==> src/rtl/reorder_buffer.sv <==
// 8-entry circular reorder buffer: in-order retirement, CDB completion, full flush on a committed mispredict; ROB_FORWARD_EN adds source read ports.
// Commit outputs register one edge after the head entry becomes ready; decode is held off by fullRob, and an allocation freed by a commit resumes one cycle later.
module reorder_buffer #(
  parameter int WIDTH = 31,
  parameter int ROB   = 2,
  parameter int INDEX = 7
) (
  input  logic             clk,
  input  logic             globalReset,
  input  logic             robReq,
  input  logic [3:0]       inCommitInfo,
  input  logic [4:0]       inDestination,
  input  logic [INDEX:0]   inPHTIndex,
  input  logic [WIDTH:0]   inInstrPC,
  output logic [ROB:0]     robAllocation,
  output logic             fullRob,
  input  logic             cdbValid,
  input  logic [ROB:0]     cdbROB,
  input  logic [WIDTH:0]   cdbResult,
  input  logic             cdbMispredict,
  input  logic             cdbTaken,
  input  logic [WIDTH:0]   cdbTarget,
`ifdef ROB_FORWARD_EN
  input  logic [ROB:0]     srcTag1,
  input  logic [ROB:0]     srcTag2,
  output logic             srcReady1,
  output logic             srcReady2,
  output logic [WIDTH:0]   srcValue1,
  output logic [WIDTH:0]   srcValue2,
`endif
  output logic             validCommit,
  output logic [ROB:0]     commitROB,
  output logic [4:0]       destCommit,
  output logic [WIDTH:0]   result,
  output logic [3:0]       commitInfo,
  output logic [1:0]       controlFlow,
  output logic [WIDTH:0]   commitTarget,
  output logic [INDEX:0]   commitPHTIndex,
  output logic [WIDTH:0]   commitPC
);

  localparam int DEPTH = 2 ** (ROB + 1);
  localparam logic [ROB:0]   PTR_ONE  = (ROB + 1)'(1);
  localparam logic [ROB+1:0] CNT_ONE  = (ROB + 2)'(1);
  localparam logic [ROB+1:0] CNT_FULL = (ROB + 2)'(DEPTH);

  typedef struct packed {
    logic [3:0]     info;
    logic [4:0]     dest;
    logic [INDEX:0] pht;
    logic [WIDTH:0] pc;
  } alloc_t;

  typedef struct packed {
    logic [WIDTH:0] result;
    logic           mispredict;
    logic           taken;
    logic [WIDTH:0] target;
  } wb_t;

  alloc_t alloc_q [DEPTH];
  alloc_t alloc_d [DEPTH];
  wb_t    wb_q    [DEPTH];
  wb_t    wb_d    [DEPTH];

  logic [DEPTH-1:0] busy_q, busy_d, ready_q, ready_d;
  logic [ROB:0]     head_q, head_d, tail_q, tail_d;
  logic [ROB+1:0]   count_q, count_d;

  logic             valid_commit_q, valid_commit_d;
  logic [ROB:0]     commit_rob_q, commit_rob_d;
  logic [4:0]       dest_commit_q, dest_commit_d;
  logic [WIDTH:0]   result_q, result_d;
  logic [3:0]       commit_info_q, commit_info_d;
  logic [1:0]       control_flow_q, control_flow_d;
  logic [WIDTH:0]   commit_target_q, commit_target_d;
  logic [INDEX:0]   commit_pht_q, commit_pht_d;
  logic [WIDTH:0]   commit_pc_q, commit_pc_d;

  logic flush, full, do_alloc, do_wb, do_commit;

  // The flush fires the cycle the mispredicting commit is visible on the bus.
  assign flush     = valid_commit_q & control_flow_q[0];
  assign full      = (count_q == CNT_FULL);
  assign do_alloc  = robReq & ~full & ~flush;
  assign do_wb     = cdbValid & busy_q[cdbROB] & ~flush;
  assign do_commit = busy_q[head_q] & ready_q[head_q] & ~flush;

  always_comb begin
    busy_d          = busy_q;
    ready_d         = ready_q;
    alloc_d         = alloc_q;
    wb_d            = wb_q;
    head_d          = head_q;
    tail_d          = tail_q;
    count_d         = count_q;
    valid_commit_d  = 1'b0;
    commit_rob_d    = commit_rob_q;
    dest_commit_d   = dest_commit_q;
    result_d        = result_q;
    commit_info_d   = commit_info_q;
    control_flow_d  = control_flow_q;
    commit_target_d = commit_target_q;
    commit_pht_d    = commit_pht_q;
    commit_pc_d     = commit_pc_q;

    if (do_commit) begin
      busy_d[head_q]  = 1'b0;
      ready_d[head_q] = 1'b0;
      head_d          = head_q + PTR_ONE;
      valid_commit_d  = 1'b1;
      commit_rob_d    = head_q;
      dest_commit_d   = alloc_q[head_q].dest;
      result_d        = wb_q[head_q].result;
      commit_info_d   = alloc_q[head_q].info;
      control_flow_d  = {wb_q[head_q].taken, wb_q[head_q].mispredict};
      commit_target_d = wb_q[head_q].target;
      commit_pht_d    = alloc_q[head_q].pht;
      commit_pc_d     = alloc_q[head_q].pc;
    end

    if (do_wb) begin
      ready_d[cdbROB] = 1'b1;
      wb_d[cdbROB]    = '{result: cdbResult, mispredict: cdbMispredict,
                          taken: cdbTaken, target: cdbTarget};
    end

    // Applied after the writeback so allocation wins on a shared entry.
    if (do_alloc) begin
      alloc_d[tail_q] = '{info: inCommitInfo, dest: inDestination,
                          pht: inPHTIndex, pc: inInstrPC};
      busy_d[tail_q]  = 1'b1;
      ready_d[tail_q] = 1'b0;
      tail_d          = tail_q + PTR_ONE;
    end

    case ({do_alloc, do_commit})
      2'b10:   count_d = count_q + CNT_ONE;
      2'b01:   count_d = count_q - CNT_ONE;
      default: count_d = count_q;
    endcase

    if (flush) begin
      busy_d  = '0;
      ready_d = '0;
      head_d  = '0;
      tail_d  = '0;
      count_d = '0;
    end
  end

  always_ff @(posedge clk) begin
    if (globalReset) begin
      busy_q          <= '0;
      ready_q         <= '0;
      head_q          <= '0;
      tail_q          <= '0;
      count_q         <= '0;
      valid_commit_q  <= 1'b0;
      commit_rob_q    <= '0;
      dest_commit_q   <= '0;
      result_q        <= '0;
      commit_info_q   <= '0;
      control_flow_q  <= '0;
      commit_target_q <= '0;
      commit_pht_q    <= '0;
      commit_pc_q     <= '0;
    end else begin
      busy_q          <= busy_d;
      ready_q         <= ready_d;
      head_q          <= head_d;
      tail_q          <= tail_d;
      count_q         <= count_d;
      valid_commit_q  <= valid_commit_d;
      commit_rob_q    <= commit_rob_d;
      dest_commit_q   <= dest_commit_d;
      result_q        <= result_d;
      commit_info_q   <= commit_info_d;
      control_flow_q  <= control_flow_d;
      commit_target_q <= commit_target_d;
      commit_pht_q    <= commit_pht_d;
      commit_pc_q     <= commit_pc_d;
    end
  end

  // Payload is qualified by busy/ready, so it needs no reset.
  always_ff @(posedge clk) begin
    alloc_q <= alloc_d;
    wb_q    <= wb_d;
  end

  assign robAllocation  = tail_q;
  assign fullRob        = full;
  assign validCommit    = valid_commit_q;
  assign commitROB      = commit_rob_q;
  assign destCommit     = dest_commit_q;
  assign result         = result_q;
  assign commitInfo     = commit_info_q;
  assign controlFlow    = control_flow_q;
  assign commitTarget   = commit_target_q;
  assign commitPHTIndex = commit_pht_q;
  assign commitPC       = commit_pc_q;

`ifdef ROB_FORWARD_EN
  assign srcReady1 = busy_q[srcTag1] & ready_q[srcTag1];
  assign srcReady2 = busy_q[srcTag2] & ready_q[srcTag2];
  assign srcValue1 = wb_q[srcTag1].result;
  assign srcValue2 = wb_q[srcTag2].result;
`endif

endmodule

==> config.mk <==
export PLATFORM = sky130hd
export DESIGN_NAME = reorder_buffer
export DESIGN_NICKNAME = d
export VERILOG_FILES = /design/src/rtl/reorder_buffer.sv
export SDC_FILE = /design/constraint.sdc
export NUM_CORES = 1
export LEC_CHECK = 0
export ABC_AREA = 1
export BUFFER_PORTS_ARGS = -buffer_cell sky130_fd_sc_hd__buf_2
export CORE_MARGIN = 2
export CORE_UTILIZATION = 55
export CTS_CLUSTER_DIAMETER = 80
export DETAILED_ROUTE_END_ITERATION = 10
export GPL_TIMING_DRIVEN = 0
export PLACE_DENSITY = 0.73
export SLEW_MARGIN = 20
export SYNTH_ARGS = -nofsm -noshare
export SYNTH_HDL_FRONTEND = slang
export SYNTH_SLANG_ARGS = --single-unit
==> constraint.sdc <==
create_clock -name clk -period 7.45 [get_ports clk]
set_input_delay 0.3725 -clock clk [delete_from_list [all_inputs] [get_ports clk]]
set_output_delay 0.3725 -clock clk [all_outputs]
set_load 0.01 [all_outputs]
==> impl_metrics.json <==
{
  "first_iter_violations": 3262,
  "slew_headroom": 0.253,
  "power_leakage_uw": 0.0168,
  "setup_tns_ns": 0,
  "status": "completed",
  "clk_pin_slew_ns": 0.06,
  "cap_viol_max_count": 0,
  "drc": 0,
  "dpl_cell_area_sq_um": 42700,
  "worstPathCellList": "inv_2, nor2_4, nand3_1, nand2_1, inv_2, nand2_2, nand3_2, inv_2, buf_6, buf_4, ha_1, xor2_1, ha_1, a21oi_1, xor2_1, o21ai_0, inv_1",
  "die_y_um": 273,
  "io_buffers": 244,
  "met3WireLength_um": 9710,
  "drt_wl_total_um": 106000,
  "syn_area_sq_um": 39900,
  "grt_usage": 0.280,
  "reg2reg_slack_ns": 3.79,
  "tritoncts": "done",
  "hpwl_um": 64700,
  "root_buffer": "clkbuf_16",
  "fin_util": 0.659,
  "rows": 98,
  "layout_common_cells": "920 x edfxtp_1, 607 x nor2_1, 548 x o21ai_0",
  "p_sw_uw": 2390,
  "syn_to_final_growth_pct": 18.3,
  "grt_pass1_wl_um": 156000,
  "rsz0062_at_grt": "no",
  "first_pass_iters": 9,
  "hold_path_class": "input port to flop",
  "synth_top_cell_area_share": 0.692,
  "vias_per_cell": 5.91,
  "cts_inserted_buffers": 103,
  "ys.warnings.count": 0,
  "grt_pass1_vias": 26000,
  "grt_overflow_total": 0,
  "mostFrequentLayoutCell": "edfxtp_1",
  "slowest_delay_ns": 0.52,
  "setup_viol": 0,
  "peakVddDrop_mv": 0.172,
  "routabilityCongestion": 0.898,
  "synth_edf_count": 920,
  "async_flop_share": 0,
  "p_int_uw": 9650,
  "period_minus_slack_ns": 3.66,
  "start_util": 0.557,
  "ys_seq_area_frac": 0.765,
  "synth_nets": 3220,
  "skew_ns": 0.0307,
  "ant_nets": 0,
  "cp.required_ns": 8.01,
  "grt_max_degree": 48,
  "start_kind": "flop",
  "wire_per_inst_um": 23.1,
  "fin_crit_sh": 0.491,
  "die_w_um": 273,
  "top_layer": "met5",
  "ctsResizeCount": 0,
  "ys.flop_type": "edfxtp_1",
  "cts.sinks": 1065,
  "cpMaxStageDelayCell": "dfxtp_1",
  "antenna_found_initial": 13,
  "die_area_sq_um": 74700,
  "yosysTopAreaCell": "edfxtp_1",
  "end_kind": "flop",
  "synth_cells": 3093,
  "worst-path-max-fanout": 11,
  "routed-wl-met2_um": 50700,
  "tightest_slew_ns": 1.12,
  "p_seq_frac": 0.544,
  "synth_seq_cells": 1065,
  "hold_viol_final": 0,
  "netlist_top_cells_area": "edfxtp_1 69%, dfxtp_1 7.3%, o21ai_0 6.9%",
  "power.density_nw_per_um2": 255,
  "final_area_sq_um": 47200,
  "met1_length_um": 41900,
  "clk_latency_ns": 0.66,
  "power_frac_comb": 0.023,
  "power.share.clock": 0.432,
  "critical_path_class": "flop to flop",
  "nNetsFinal": 3690,
  "critPathArrivalTime_ns": 4.22,
  "path_common_cell": "inv_2",
  "switching_share": 0.199,
  "r2r_cells": 17,
  "avgSynthCellArea_sq_um": 12.9,
  "h-tree-depth": 3,
  "final_layout_size_suffix_gt1_frac": 0.138,
  "yosysUniqueCellTypes": 28,
  "vias": 27200,
  "maxSlewViolCount": 0,
  "cts_buffer_depth": 3,
  "hold_depth": 1,
  "timing.fmax_ghz": 0.273,
  "core_area_sq_um": 71600,
  "fillerInstances": 5186,
  "io_pins": 245
}
-- routing by layer --
layer	vias to the layer above	global-route usage
met5	-	0
met4	12	0.116
met3	221	0.0420
met2	1468	0.456
met1	13200	0.381
li1	12300	-
-- synth_stat cells (2+ instances only) --
library cell	n
buf_2	50
inv_2	5
nand2_1	99
edfxtp_1	920
o22ai_1	230
nor3_1	123
buf_4	7
buf_6	3
clkbuf_1	141
xor2_1	3
o21ai_1	46
o21ai_0	548
nor2_4	2
a21oi_1	14
ha_1	5
nor2_1	607
dfxtp_1	145
nand3_1	52
inv_1	84
-- worst paths after layout --
path,end,from
setup / recovery,count_q[2]$_SDFFE_PP0P_,head_q[1]$_SDFFE_PP0N_
hold / removal,alloc_q[33]$_DFFE_PP_,inPHTIndex[1]
setup reg to reg,count_q[2]$_SDFFE_PP0P_,head_q[1]$_SDFFE_PP0N_
hold reg to reg,commitROB[2]$_SDFFE_PP0N_,commitROB[2]$_SDFFE_PP0N_
-- flip-flops by register name, summed over array words and instances, names as in the netlist, 5 cells and up --
register and count:
wb_q 528, commitPC 32, commitTarget 32, alloc_q 392, result 32, commitPHTIndex 8, ready_q 8, busy_q 8
destCommit 5
-- logic make-up (layout without fill, tap and decap cells) --
kind of cell / Yosys count / in the layout / share of synthesized area
xor gates and xnor gates: 4 / 4 / 0.000878
and+or+nand+nor: 887 / 887 / 0.0896
other: 0 / 6 / 0
adders and majority gates: 5 / 5 / 0.00157
buffers and inverters: 293 / 852 / 0.0304
AOI/OAI and AO/OA: 839 / 839 / 0.112
DFF: 1065 / 1065 / 0.765
-- power groups by stage --
stage	sequential [uW]	combinational, uW	clock (uW)
finish	6550	282	5200
global route	6550	304	5470
CTS	6550	279	5220
detailed placement	6680	231	0
global placement	6680	213	0
floorplan	6680	81.3	0
-- final cells by class --
type | count | area (sq um) | area share
sequential | 1065 | 30500 | 0.647
multi-input combinational | 1735 | 8160 | 0.173
clock buffer | 138 | 2860 | 0.0606
timing repair buffer | 365 | 2660 | 0.0563
tap | 950 | 1190 | 0.0252
buffer | 203 | 875 | 0.0185
clock inverter | 56 | 544 | 0.0115
inverter | 90 | 378 | 0.00800
antenna | 6 | 15.0 | 0.000318
-- through the flow --
stage / setup slack, ns / power [uW] / instances / hold WS [ns]
floorplan: 4.56 / 6760 / 3093 / 0.445
global placement: 2.89 / 6890 / 4287 / 0.462
detailed placement: 3.81 / 6910 / 4303 / 0.473
CTS: 3.82 / 12100 / 4602 / 0.00159
global route: 3.58 / 12300 / 4606 / 0.0265
finish: 3.79 / 12000 / 4608 / 0.0301
-- timing repair --
action	CTS	global route
endpoints found under the hold margin	812	0
hold buffers	105	0
buffers inserted	0	0
-- critical path, delay by kind of cell, from the launching register on --
kind | cells | cell delay (ns)
xor+xnor | 2 | 0.38
flops | 1 | 0.52
compound gates | 2 | 0.21
simple gates | 5 | 0.98
fa+ha+maj | 2 | 0.43
buf+inv | 6 | 1.02
Power figures use the tool's default switching activity.
